--- src/rtl/ssds_scanner.sv ---
// ssds_scanner: time-multiplexed seven-segment display scanner.
//
// Keeps a tear-free shadow of a hex value, per-digit dots and enables. New
// contents arrive through a one-entry pending buffer (valid/ready) and are
// copied into the shadow only at a frame boundary. Digits are selected
// round-robin for SLOT_CYCLES clocks each. Within a slot, a PWM gate taken
// from the low slot-counter bits sets the brightness. All pin outputs are
// registered.
//
// Optional feature: define SSDS_LEADING_ZERO_BLANK_EN to blank leading zero
// digits (digit 0 always shown, a set dot stops the blanking).
//
// Ports:
//   clk, rst_n        clock, asynchronous active-low reset
//   upd_value         4*DIGITS nibbles, digit 0 least significant
//   upd_dots          per-digit decimal point
//   upd_enables       per-digit enable (0 blanks the digit)
//   upd_valid         update offer
//   upd_ready         pending buffer empty, an update can be taken
//   brightness        live PWM duty (all-ones = fully on, 0 = off)
//   segments, dp      {g,f,e,d,c,b,a} and decimal point, SEG_ACTIVE_LOW polarity
//   digit_sel         one-hot digit select, SEL_ACTIVE_LOW polarity
//   frame_done        one-cycle pulse after each full scan
module ssds_scanner #(
  parameter int DIGITS         = 4,
  parameter int SLOT_CYCLES    = 50000,
  parameter int BRIGHT_W       = 3,
  parameter int SEG_ACTIVE_LOW = 1,
  parameter int SEL_ACTIVE_LOW = 1
) (
  input  logic                  clk,
  input  logic                  rst_n,
  input  logic [4*DIGITS-1:0]   upd_value,
  input  logic [DIGITS-1:0]     upd_dots,
  input  logic [DIGITS-1:0]     upd_enables,
  input  logic                  upd_valid,
  output logic                  upd_ready,
  input  logic [BRIGHT_W-1:0]   brightness,
  output logic [6:0]            segments,
  output logic                  dp,
  output logic [DIGITS-1:0]     digit_sel,
  output logic                  frame_done
);

  localparam int CNT_W = (SLOT_CYCLES > 1) ? $clog2(SLOT_CYCLES) : 1;
  localparam int IDX_W = (DIGITS > 1) ? $clog2(DIGITS) : 1;
  localparam logic [CNT_W-1:0] SLOT_LAST = CNT_W'(SLOT_CYCLES - 1);
  localparam logic [IDX_W-1:0] IDX_LAST  = IDX_W'(DIGITS - 1);
  localparam logic SEG_INV = (SEG_ACTIVE_LOW != 0);
  localparam logic SEL_INV = (SEL_ACTIVE_LOW != 0);

  // Standard hex font, active-high {g,f,e,d,c,b,a}.
  function automatic logic [6:0] hex_font(input logic [3:0] nib);
    logic [6:0] f;
    case (nib)
      4'h0: f = 7'h3F;
      4'h1: f = 7'h06;
      4'h2: f = 7'h5B;
      4'h3: f = 7'h4F;
      4'h4: f = 7'h66;
      4'h5: f = 7'h6D;
      4'h6: f = 7'h7D;
      4'h7: f = 7'h07;
      4'h8: f = 7'h7F;
      4'h9: f = 7'h6F;
      4'hA: f = 7'h77;
      4'hB: f = 7'h7C;
      4'hC: f = 7'h39;
      4'hD: f = 7'h5E;
      4'hE: f = 7'h79;
      4'hF: f = 7'h71;
      default: f = 7'h00;
    endcase
    return f;
  endfunction

  logic [CNT_W-1:0]    slot_cnt_r;
  logic [IDX_W-1:0]    idx_r;
  logic                slot_tc_s;
  logic                frame_end_s;

  logic [4*DIGITS-1:0] pend_val_r;
  logic [DIGITS-1:0]   pend_dots_r;
  logic [DIGITS-1:0]   pend_en_r;
  logic [4*DIGITS-1:0] shadow_val_r;
  logic [DIGITS-1:0]   shadow_dots_r;
  logic [DIGITS-1:0]   shadow_en_r;
  logic                upd_ready_r;
  logic                frame_done_r;

  logic [3:0]          cur_nib_s;
  logic                cur_dot_s;
  logic                cur_en_s;
  logic [DIGITS-1:0]   sel_onehot_s;
  logic                lead_zero_s;
  logic                lz_blank_s;
  logic                pwm_open_s;
  logic                lit_s;

  logic [6:0]          segments_r;
  logic                dp_r;
  logic [DIGITS-1:0]   digit_sel_r;

  assign slot_tc_s   = (slot_cnt_r == SLOT_LAST);
  assign frame_end_s = slot_tc_s && (idx_r == IDX_LAST);

  // Slot counter and round-robin digit index.
  always_ff @(posedge clk or negedge rst_n) begin
    if (!rst_n) begin
      slot_cnt_r <= '0;
      idx_r      <= '0;
    end else if (slot_tc_s) begin
      slot_cnt_r <= '0;
      idx_r      <= (idx_r == IDX_LAST) ? '0 : idx_r + IDX_W'(1);
    end else begin
      slot_cnt_r <= slot_cnt_r + CNT_W'(1);
    end
  end

  // Pending buffer and shadow. upd_ready_r doubles as "pending empty", so a
  // transfer and a boundary copy can never happen in the same cycle; a
  // transfer landing on a boundary waits for the next one.
  always_ff @(posedge clk or negedge rst_n) begin
    if (!rst_n) begin
      upd_ready_r   <= 1'b1;
      pend_val_r    <= '0;
      pend_dots_r   <= '0;
      pend_en_r     <= '0;
      shadow_val_r  <= '0;
      shadow_dots_r <= '0;
      shadow_en_r   <= '0;
    end else if (frame_end_s && !upd_ready_r) begin
      shadow_val_r  <= pend_val_r;
      shadow_dots_r <= pend_dots_r;
      shadow_en_r   <= pend_en_r;
      upd_ready_r   <= 1'b1;
    end else if (upd_valid && upd_ready_r) begin
      pend_val_r    <= upd_value;
      pend_dots_r   <= upd_dots;
      pend_en_r     <= upd_enables;
      upd_ready_r   <= 1'b0;
    end
  end

  // Frame pulse, registered one cycle after the wrap.
  always_ff @(posedge clk or negedge rst_n) begin
    if (!rst_n) begin
      frame_done_r <= 1'b0;
    end else begin
      frame_done_r <= frame_end_s;
    end
  end

  // Select the current digit's shadow data; walks from the most significant
  // digit down so lead_zero_s tracks "this and all higher digits are blank".
  always_comb begin
    cur_nib_s    = 4'h0;
    cur_dot_s    = 1'b0;
    cur_en_s     = 1'b0;
    sel_onehot_s = '0;
    lead_zero_s  = 1'b1;
    lz_blank_s   = 1'b0;
    for (int i = DIGITS - 1; i >= 0; i--) begin
      lead_zero_s     = lead_zero_s && (shadow_val_r[4*i +: 4] == 4'h0) && !shadow_dots_r[i];
      sel_onehot_s[i] = (idx_r == IDX_W'(i));
      cur_nib_s       = sel_onehot_s[i] ? shadow_val_r[4*i +: 4] : cur_nib_s;
      cur_dot_s       = sel_onehot_s[i] ? shadow_dots_r[i] : cur_dot_s;
      cur_en_s        = sel_onehot_s[i] ? shadow_en_r[i] : cur_en_s;
`ifdef SSDS_LEADING_ZERO_BLANK_EN
      lz_blank_s      = (sel_onehot_s[i] && (i > 0)) ? lead_zero_s : lz_blank_s;
`else
      lz_blank_s      = 1'b0;
`endif
    end
    pwm_open_s = (brightness == {BRIGHT_W{1'b1}}) ||
                 (slot_cnt_r[BRIGHT_W-1:0] < brightness);
    lit_s      = cur_en_s && pwm_open_s && !lz_blank_s;
  end

  // Registered pin stage; an unlit digit drives everything inactive.
  always_ff @(posedge clk or negedge rst_n) begin
    if (!rst_n) begin
      segments_r  <= {7{SEG_INV}};
      dp_r        <= SEG_INV;
      digit_sel_r <= {DIGITS{SEL_INV}};
    end else if (lit_s) begin
      segments_r  <= hex_font(cur_nib_s) ^ {7{SEG_INV}};
      dp_r        <= cur_dot_s ^ SEG_INV;
      digit_sel_r <= sel_onehot_s ^ {DIGITS{SEL_INV}};
    end else begin
      segments_r  <= {7{SEG_INV}};
      dp_r        <= SEG_INV;
      digit_sel_r <= {DIGITS{SEL_INV}};
    end
  end

  assign upd_ready  = upd_ready_r;
  assign frame_done = frame_done_r;
  assign segments   = segments_r;
  assign dp         = dp_r;
  assign digit_sel  = digit_sel_r;

endmodule

--- config.mk ---
export PLATFORM = sky130hd
export DESIGN_NAME = ssds_scanner
export DESIGN_NICKNAME = d
export VERILOG_FILES = /design/src/rtl/ssds_scanner.sv
export SDC_FILE = /design/constraint.sdc
export NUM_CORES = 1
export LEC_CHECK = 0
export CAP_MARGIN = 20
export CELL_PAD_IN_SITES_DETAIL_PLACEMENT = 1
export CELL_PAD_IN_SITES_GLOBAL_PLACEMENT = 1
export CORE_ASPECT_RATIO = 2
export CORE_MARGIN = 5
export CORE_UTILIZATION = 45
export CTS_BUF_LIST = sky130_fd_sc_hd__clkbuf_4 sky130_fd_sc_hd__clkbuf_8
export DETAILED_ROUTE_END_ITERATION = 8
export GPL_TIMING_DRIVEN = 0
export PLACE_DENSITY = 0.9
export SYNTH_ARGS = -nofsm -noshare
export SYNTH_HDL_FRONTEND = slang
export SYNTH_SLANG_ARGS = --single-unit
--- constraint.sdc ---
create_clock -name clk -period 2.95 [get_ports clk]
set_clock_uncertainty 0.05 [all_clocks]
set_input_delay 0.885 -clock clk [delete_from_list [all_inputs] [get_ports clk]]
set_output_delay 0.885 -clock clk [all_outputs]
set_load 0.02 [all_outputs]
# Word-level counts from Yosys, hierarchy flattened
# Memories as Yosys holds them, arrays and structs flattened.
# Index checks and enable logic that the tools add are counted.
# op_classes
addsub	2
magnitude_cmp	1
eq_ne	5
muxes	20
bitwise_logic	4
reduce_logical	9
# ops
operator	count
$mux 4	5
$add 16x1->16 const B	1
$eq 16x16->1 const B	1
$mux 16	1
$mux 7	2
$mux 1	11
$not 7->7	1
$eq 2x2->1 const B	2
$logic_and 1x1->1	4
$not 4->4	1
$eq 3x3->1 const B	1
$lt 3x3->1	1
$add 2x1->2 const B	1
$eq 2x1->1 const B	1
$logic_not 2->1	1
$mux 2	1
$not 1->1	2
$reduce_and 2->1	1
$reduce_bool 2->1	1
$logic_not 1->1	1
$logic_or 1x1->1	1
# totals
reg_bits	80
rom_bits	112
inputBits	30
output_inout_bits	14
elab_cells	55
memories	1
# memory_table
memory	depth	width	rd	rd_ports_with_merged_regs	write_ports	line_no	text
(no name shown)	16	7	1	0	0	55	case (nib)

# Logic depth before layout (Yosys ltp)
# Gate-level depths: netlist of the first run.
# logic_depth
ltp_word	9
ltp_mapped	11
depth_no_buf	10

# Worst setup path after synthesis of the first run
# OpenSTA, ideal clock, no wires.
# synth_path
path_type	register to register
start	register idx_r[0]
end	register segments_r[3] (netlist: segments[3])
setup_ns	0.063
arrival_ns	2.232
t_required_ns	2.838
setup_slack_ns	0.605
stages_incl_launch_ff	11
n_path_buf	1
period_less_slack_ns	2.345
path_cell_list	dfrtp_1 > inv_1 > ha_1 > clkbuf_1 > mux2i_1 > a31oi_1 > inv_1 > ha_1 > mux2i_1 > mux2_2 > nand2_1
# synth_between
elab_chain_cells	9
word_cells_on_any_way	17
classes_between	eq/ne (3); mux (10); bitwise (1); reduce/logical (2); memory (1)
# synth_rtl
item	line_no	text
start: declaration	78	logic [IDX_W-1:0] idx_r;
start signal: assignment	114	idx_r <= (idx_r == IDX_LAST) ? '0 : idx_r + IDX_W'(1);
$eq 2x2->1	165	sel_onehot_s[i] = (idx_r == IDX_W'(i));
$mux 4 (4 in a row)	166	cur_nib_s = sel_onehot_s[i] ? shadow_val_r[4*i +: 4] : cur_nib_s;
$mem_v2 16x7	--	
$mux 7	186	end else if (lit_s) begin
$not 7->7 (no line)	--	
$mux 7 (*)	186	
end signal: assignment	183	segments_r <= {7{SEG_INV}};
end signal: assignment	187	segments_r <= hex_font(cur_nib_s) ^ {7{SEG_INV}};
end signal: assignment	191	segments_r <= {7{SEG_INV}};
end: declaration	100	logic [6:0] segments_r;
# Mark *: on every way between the ends. The rest lies on a longest branch, timed or not. The select of a mux whose other input is x is not followed.
# A chain may end at the register's enable or synchronous reset.

# Worst setup path in the final report of the first run
# layout_path
start	input port brightness[2]
end	register segments_r[4] (netlist: segments[4])
# layout_between
elab_chain_cells	4
word_cells_on_any_way	5
classes_between	order compare (1); eq/ne (1); mux (1); reduce/logical (2)
# layout_rtl
item	line_no	text
start: declaration	38	input logic [BRIGHT_W-1:0] brightness,
$lt 3x3->1 / $eq 3x3->1 (equally long branches)	176, 175	
$logic_or 1x1->1 (*)	175	pwm_open_s = (brightness == {BRIGHT_W{1'b1}}) ||
$logic_and 1x1->1 (*)	177	lit_s = cur_en_s && pwm_open_s && !lz_blank_s;
$mux 7 (*)	186	
# Mark *: on every way between the ends. The rest lies on a longest branch, timed or not.

==> metrics.log, run 1 <==
INFO  metric path_cells = clkdlybuf4s50_1, inv_1, ha_1, a21oi_1, a32oi_1, a211oi_1, clkbuf_1, o221ai_1
INFO  metric place_congestion = around 0.8
INFO  metric finalCritPeriodShare = between 90 and 100%
INFO  metric crit-reg2reg-capture = segments[3]
INFO  metric wl_per_cell = 19.32 µm
INFO  metric avgSynthCellArea = about 13 µm²
INFO  metric drc = 0
INFO  metric async_flop_share = between 90% and 100%
INFO  metric timing.fmax = approximately 350 MHz
INFO  metric synth-edff-count = 0
INFO  metric floorplan.die.height = 137.5 µm
INFO  metric drt-initial-drc-count = roughly 110
INFO  metric detail_route.wirelength = approximately 8500 µm
INFO  metric ir_worst_vdd = 0.2815 mV
INFO  metric synthDistinctLibCells = 43
INFO  metric timing.max_slew.rel_slack = 56.63%
INFO  metric worst_ep_required_time = between 3000 and 4000 ps
INFO  metric cellLeakagePower = just over 2 nW
INFO  metric area_growth_syn_to_layout = 21.21%
INFO  metric fin_nets = 384
INFO  metric tritoncts_num_sinks = 80
INFO  metric cts.path.max_buffers = 2
INFO  metric setup.reg_to_reg.worst_slack = ~290 ps
INFO  metric reg2reg_depth = 10
INFO  metric tritoncts.num_buffers = 9
INFO  metric status = finished, final reports clean
INFO  metric most-common-layout-cells = 67 x sky130_fd_sc_hd__dfrtp_1, 42 x sky130_fd_sc_hd__clkdlybuf4s50_1, 30 x sky130_fd_sc_hd__mux2_2
INFO  metric rr_startpoint = idx_r[0]
INFO  metric drive_gt1_share = roughly 23%
INFO  metric fp.dieArea = slightly above 10,000 µm²
INFO  metric min_path_type = input port to asynchronous set/reset pin
INFO  metric rows = 46
INFO  metric routed-via-count = between 2,000 and 2,500
INFO  metric seq_area_frac_synth = between 50 and 60%
INFO  metric report.final.hold_viol_count = 0
INFO  metric cellPowerDensity = between 400 and 500 nW/µm²
INFO  metric grt_use_total = 18.81%
INFO  metric design_power_total = between 1.5 and 2 mW
INFO  metric initial_drt_pass_iterations = 4
INFO  metric worst_ep_arrival_time = 3040 ps
INFO  metric via_per_inst = 5.518
INFO  metric report.final.setup_viol = 0
INFO  metric max_cap_violations = 0
INFO  metric dieWidth = between 70 and 80 µm
INFO  metric path_class = input port to flop
INFO  metric clock_tree.root_cell = sky130_fd_sc_hd__clkbuf_8
INFO  metric via_count_of_the_first_global_routing_pass = 2,777
INFO  metric grt_start_max_net_pins = 72
INFO  metric final.setup.tns = 0 ps
INFO  metric drv_slew = 0
INFO  metric final_area = roughly 4400 µm²
INFO  metric worst_setup_path_start_kind = input port
INFO  metric minimum_period_implied_by_the_final_worst_setup_slack = between 2000 and 3000 ps
INFO  metric cts_tree = done
INFO  metric post-cts-setup-buffers = 0
INFO  metric synth-seq-cells = 80
INFO  metric critical_path.slowest_cell = sky130_fd_sc_hd__clkdlybuf4s50_1
INFO  metric antenna_cells = 0
INFO  metric port_buffers = 43
INFO  metric initial_core_util = approximately 46%
INFO  metric hpwl = between 6000 and 7000 µm
INFO  metric total_number_of_h_tree_levels = 3
INFO  metric syn_nets = 330
INFO  metric postPlaceCellArea = 4233 µm²
INFO  metric grt_setup_unrepaired = no
INFO  metric gr-total-overflow = 0
INFO  metric synth_cells = about 290
INFO  metric critical-path-max-stage-delay = 490 ps
INFO  metric post_cts_hold_buffer_count = 0
INFO  metric timing_worst_slew_pin_value = between 600 and 700 ps
INFO  metric placeableCoreArea = between 7000 and 8000 µm²
INFO  metric crit_fanout = 10
INFO  metric yosys_warnings = 0
INFO  metric cts.reportedPaths.clkPinSlew = 80 ps
INFO  metric clock_latency_at_the_later_pin_of_the_worst_skew_pair = between 300 and 400 ps
INFO  metric most_common_cell_after_layout_fill_and_taps_aside = sky130_fd_sc_hd__dfrtp_1
INFO  metric ys_flop_type = sky130_fd_sc_hd__dfrtp_1
INFO  metric antenna_found_initial = 0
INFO  metric drtAntennaViolNets = 0
INFO  metric cp-end-kind = flop
INFO  metric synthesis.area = between 3000 and 4000 µm²
INFO  metric final_core_util = a little under three fifths
INFO  metric ios = between 40 and 50
INFO  metric global_route_wire_length_before_repair = 13,970 µm
-- worst max-delay path: cells and delay by family --
kind	cells	cell delay (ps)
buf+inv	3	960
compound gates	4	860
fa+ha+maj	1	320
-- registers in the layout (all words and copies together), names as in the netlist, 4 cells and up --
signal / flops
digit_sel: 4
pend_dots_r: 4
pend_en_r: 4
pend_val_r: 16
segments: 7
shadow_dots_r: 4
shadow_en_r: 4
shadow_val_r: 16
slot_cnt_r: 16
-- per-layer routing --
| metal | track usage, % | vias to the layer above | wire [µm] |
|---|---|---|---|
| li1 | - | 1102 | - |
| met1 | 18.22 | 1260 | 2884 |
| met2 | 35.97 | 54 | 5119 |
| met3 | 4.456 | 23 | 263 |
| met4 | 8.266 | 0 | 270 |
| met5 | 0 | - | 0 |
-- power breakdown --
| part | total [mW] | internal (mW) | switching, mW |
|---|---|---|---|
| clock | 0.803 | 0.410 | 0.393 |
| combinational | 0.0697 | 0.0385 | 0.0312 |
| sequential | 1.10 | 1.10 | 0 |
| total | 1.97 | 1.55 | 0.424 |
-- stage by stage --
stage,instances,hold slack (ps),worst slack (ps)
2_1_floorplan,287,395.4,605.4
3_3_place_gp,426,418.6,-1687
3_5_place_dp,427,424.4,-282.8
4_1_cts,443,287.8,91.54
5_1_grt,442,286.9,4.481
6_report,442,305.3,106.1
-- area by class of cell --
cell class / instances / area, µm²
Fill cell: 834 / 3510
Sequential cell: 80 / 2018
Multi-Input combinational cell: 185 / 1526
Timing Repair Buffer: 44 / 455.4
Clock buffer: 11 / 138.9
Tap cell: 96 / 120.1
Buffer: 11 / 78.83
Clock inverter: 5 / 57.56
Inverter: 10 / 37.54
-- worst max-delay path by stage --
stage | slack [ps] | depth (start not counted) | from | to
floorplan | 610 | 10 | idx_r[0] | segments[3]
global placement | -1690 | 1 | rst_n | shadow_val_r[7]
detailed placement | -280 | 8 | brightness[2] | segments[4]
CTS | 90 | 8 | brightness[2] | segments[4]
global route | 4 | 8 | brightness[2] | segments[1]
finish | 110 | 8 | brightness[2] | segments[4]
-- cells by family (layout without fill, tap and decap cells) --
kind of cell             after synthesis  after routing  synth area share (%)
flip-flops                            80             80                 55.18
multiplexers                          56             56                 18.03
XOR/XNOR                              15             15                 3.592
buffers and inverters                 22             81                 3.250
AND/OR/NAND/NOR                       75             75                 10.40
AO/OA/AOI/OAI                         26             26                 5.098
adder cells (fa/ha/maj)               13             13                 4.448
-- Yosys cell counts, types with 7 or more instances --
library cell               number  area share [%]
sky130_fd_sc_hd__mux2_2        30             9.2
sky130_fd_sc_hd__mux2_1         9             2.8
sky130_fd_sc_hd__nand3_1       12             1.6
sky130_fd_sc_hd__clkbuf_1       7            0.72
sky130_fd_sc_hd__ha_1          13             4.4
sky130_fd_sc_hd__nand2_1       24             2.5
sky130_fd_sc_hd__xor2_1        10             2.4
sky130_fd_sc_hd__dfstp_2       13             9.3
sky130_fd_sc_hd__dfrtp_1       67              46
sky130_fd_sc_hd__nor2_1        17             1.7
sky130_fd_sc_hd__a21oi_1        8             1.1
sky130_fd_sc_hd__mux2_4        10             4.1
sky130_fd_sc_hd__mux2i_1        7             1.9
sky130_fd_sc_hd__inv_1         10             1.0
-- repair_timing --
item                       in CTS  in global routing
gates cloned                    0                  0
setup endpoints to repair       1                  1
gates resized for setup         1                  2
(Power assumes the default switching activity.)
==> run 2, diff against run 1 <==
--- a/config.mk
+++ b/config.mk
@@ -14,6 +14,7 @@
 export CTS_BUF_LIST = sky130_fd_sc_hd__clkbuf_4 sky130_fd_sc_hd__clkbuf_8
 export DETAILED_ROUTE_END_ITERATION = 8
 export GPL_TIMING_DRIVEN = 0
+export MAX_ROUTING_LAYER = met4
 export PLACE_DENSITY = 0.9
 export SYNTH_ARGS = -nofsm -noshare
 export SYNTH_HDL_FRONTEND = slang
==> run 2 against run 1 <==
- fmax grew 3.7%
- count of clock-buffer cells in the layout is the same
- via count shrank 2.9%
- cell area grew 0.79%
- final cell count grew 0.23%
- combinational power is essentially flat
- largest power group unchanged
==> metrics.log, run 2 (same netlist as run 1, synthesis figures left out) <==
INFO  metric status = finished, final reports clean (unchanged)
INFO  metric ios = 44 (unchanged)
INFO  metric cp-end-kind = flop (unchanged)
INFO  metric setup.reg_to_reg.worst_slack = 210 ps (was 290 ps)
INFO  metric wire_length_on_met3 = 260 µm (was 263 µm)
INFO  metric via_count_of_the_first_global_routing_pass = 2,775 (was 2,777)
INFO  metric initial_drt_pass_iterations = 4 (unchanged)
INFO  metric crit_fanout = 10 (unchanged)
INFO  metric drtAntennaViolNets = 0 (unchanged)
INFO  metric dieWidth = 73.75 µm (unchanged)
INFO  metric placeableCoreArea = 7943 µm² (unchanged)
INFO  metric report.final.hold_viol_count = 0 (unchanged)
INFO  metric clock_tree.root_cell = sky130_fd_sc_hd__clkbuf_8 (unchanged)
INFO  metric reg2reg_depth = 10 (unchanged)
INFO  metric most_common_cell_after_layout_fill_and_taps_aside = sky130_fd_sc_hd__dfrtp_1 (unchanged)
INFO  metric cts_tree = done (unchanged)
INFO  metric multiInputGateArea = 1526 µm² (unchanged)
INFO  metric drive_gt1_share = 23.63% (was 23.12%)
INFO  metric fp.dieArea = 10,140 µm² (unchanged)
INFO  metric hpwl = 6195 µm (was 6415 µm)
INFO  metric via_per_inst = 5.348 (was 5.518)
INFO  metric antenna_found_initial = 0 (unchanged)
INFO  metric final_area = 4468 µm² (was 4433 µm²)
INFO  metric floorplan.die.height = 137.5 µm (unchanged)
INFO  metric minimum_period_implied_by_the_final_worst_setup_slack = 2742 ps (was 2844 ps)
INFO  metric ctsResizeCount = 1 (unchanged)
INFO  metric area_growth_syn_to_layout = 22.17% (was 21.21%)
INFO  metric final.hold.worst_slack = 293.4 ps (was 305.3 ps)
INFO  metric tritoncts_num_sinks = 80 (unchanged)
INFO  metric timing.max_slew.rel_slack = 58.81% (was 56.63%)
INFO  metric total_number_of_h_tree_levels = 3 (unchanged)
INFO  metric max_cap_violations = 0 (unchanged)
INFO  metric cts.reportedPaths.clkPinSlew = 80 ps (about the same)
INFO  metric grt_start_max_net_pins = 72 (unchanged)
INFO  metric top_layer_reached_by_signal_wires = met4 (unchanged)
INFO  metric worst_ep_required_time = 3210 ps (was 3150 ps)
INFO  metric path_class = flop to flop (was input port to flop)
INFO  metric cellLeakagePower = 2.047 nW (was 2.034 nW)
INFO  metric drv_slew = 0 (unchanged)
INFO  metric post-route-worst-setup-slack = 207.9 ps (was 106.1 ps)
INFO  metric area.sequential = 2018 µm² (unchanged)
INFO  metric cellPowerDensity = 465.5 nW/µm² (was 444.3 nW/µm²)
INFO  metric gr-total-overflow = 0 (unchanged)
INFO  metric largestRegisters = pend_val_r: 16 flops, shadow_val_r: 16 flops, slot_cnt_r: 16 flops (unchanged)
INFO  metric grt_setup_unrepaired = no (unchanged)
INFO  metric min_path_type = input port to asynchronous set/reset pin (unchanged)
INFO  metric m1WireLength = 2975 µm (was 2884 µm)
INFO  metric post-cts-setup-buffers = 0 (unchanged)
INFO  metric timing_worst_slew_pin_value = 617.8 ps (was 650.5 ps)
INFO  metric postPlaceCellArea = 4233 µm² (unchanged)
INFO  metric cts.path.max_buffers = 2 (unchanged)
INFO  metric initial_core_util = 46.05% (unchanged)
INFO  metric drc = 0 (unchanged)
INFO  metric most-common-layout-cells = 67 x sky130_fd_sc_hd__dfrtp_1, 42 x sky130_fd_sc_hd__clkdlybuf4s50_1, 30 x sky130_fd_sc_hd__mux2_2 (unchanged)
INFO  metric port_buffers = 43 (unchanged)
INFO  metric ir_worst_vdd = 0.3695 mV (was 0.2815 mV)
INFO  metric global_route_wire_length_before_repair = 14,020 µm (was 13,970 µm)
INFO  metric rr_startpoint = idx_r[0] (unchanged)
INFO  metric post_cts_hold_buffer_count = 0 (unchanged)
INFO  metric report.final.setup_viol = 0 (unchanged)
INFO  metric pre_cts_ws = -262.0 ps (was -282.8 ps)
INFO  metric routed-via-count = 2,369 (was 2,439)
INFO  metric crit-reg2reg-capture = segments[3] (unchanged)
INFO  metric worst_ep_arrival_time = 3010 ps (was 3040 ps)
INFO  metric drt-initial-drc-count = 124 (was 106)
INFO  metric met2WireLength = 4987 µm (was 5119 µm)
INFO  metric place_congestion = 0.7958 (was 0.8070)
INFO  metric detail_route.wirelength = 8502 µm (was 8538 µm)
INFO  metric tritoncts.num_buffers = 9 (unchanged)
INFO  metric rows = 46 (unchanged)
INFO  metric fillers = 833 (was 834)
INFO  metric clock_latency_at_the_later_pin_of_the_worst_skew_pair = 370 ps (was 360 ps)
INFO  metric finalCritPeriodShare = 92.95% (was 96.40%)
INFO  metric worst_setup_path_start_kind = flop (was input port)
INFO  metric fin_nets = 385 (was 384)
INFO  metric wl_per_cell = 19.19 µm (was 19.32 µm)
INFO  metric design_power_total = 2.080 mW (was 1.970 mW)
INFO  metric grt_use_total = 19.55% (was 18.81%)
INFO  metric timing.fmax = 364.7 MHz (was 351.6 MHz)
INFO  metric antenna_cells = 0 (unchanged)
[run 2: changes by cell type in the layout (fill, tap and decap cells not counted), sizes merged]
cell,change
bufinv,+1
clkinv,-3
clkinvlp,+2
clkbuf,+1
[run 2: critical path: stages, from the launching register on]
cell and delay (ps):
sky130_fd_sc_hd__dfrtp_1 420, sky130_fd_sc_hd__inv_1 120, sky130_fd_sc_hd__ha_1 210, sky130_fd_sc_hd__clkbuf_1 360, sky130_fd_sc_hd__nand2_1 160, sky130_fd_sc_hd__a31oi_2 400, sky130_fd_sc_hd__inv_1 180, sky130_fd_sc_hd__ha_1 350
sky130_fd_sc_hd__mux2i_1 90, sky130_fd_sc_hd__mux2_2 290, sky130_fd_sc_hd__nand2_1 70
[run 2: worst max path at each step]
stage	cells past startpoint	endpoint	slack (ps)	start
5_1_grt	10	segments[3]	50	idx_r[0]
3_3_place_gp	1	shadow_val_r[6]	-1720	rst_n
4_1_cts	10	segments[3]	40	idx_r[0]
6_report	10	segments[3]	210	idx_r[0]
2_1_floorplan	10	segments[3]	610	idx_r[0]
3_5_place_dp	8	segments[4]	-260	brightness[2]
[run 2: routing by layer]
layer	up-vias	GRT usage, %
li1	1105	-
met1	1200	19.36
met2	43	34.98
met3	21	3.725
met4	0	10.28
met5	-	-
[run 2: report_power, final]
group | internal (mW) | switching (mW)
clock network | 0.507 | 0.406
registers | 1.10 | 0
logic | 0.0385 | 0.0309
[run 2: metrics by stage]
stage,TNS (ps),std cells,utilization [%]
5_1_grt,0,443,56.25
3_5_place_dp,-1607,427,53.29
3_3_place_gp,-126250,426,52.98
2_1_floorplan,0,287,-
6_report,0,443,56.25
4_1_cts,0,443,56.21
[run 2: final cells by class]
| type | instances | share of cell area (%) |
|---|---|---|
| Multi-Input combinational cell | 185 | 34.16 |
| Inverter | 10 | 0.8401 |
| Sequential cell | 80 | 45.17 |
| Timing Repair Buffer | 44 | 10.19 |
| Tap cell | 96 | 2.688 |
| Clock inverter | 5 | 1.792 |
| Buffer | 12 | 1.904 |
| Clock buffer | 11 | 3.248 |
==> run 3, diff against run 2 <==
--- a/config.mk
+++ b/config.mk
@@ -5,7 +5,6 @@
 export SDC_FILE = /design/constraint.sdc
 export NUM_CORES = 1
 export LEC_CHECK = 0
-export CAP_MARGIN = 20
 export CELL_PAD_IN_SITES_DETAIL_PLACEMENT = 1
 export CELL_PAD_IN_SITES_GLOBAL_PLACEMENT = 1
 export CORE_ASPECT_RATIO = 2
==> results of run 3 <==
Final layout, timing and power as in run 2 (identical DEF).
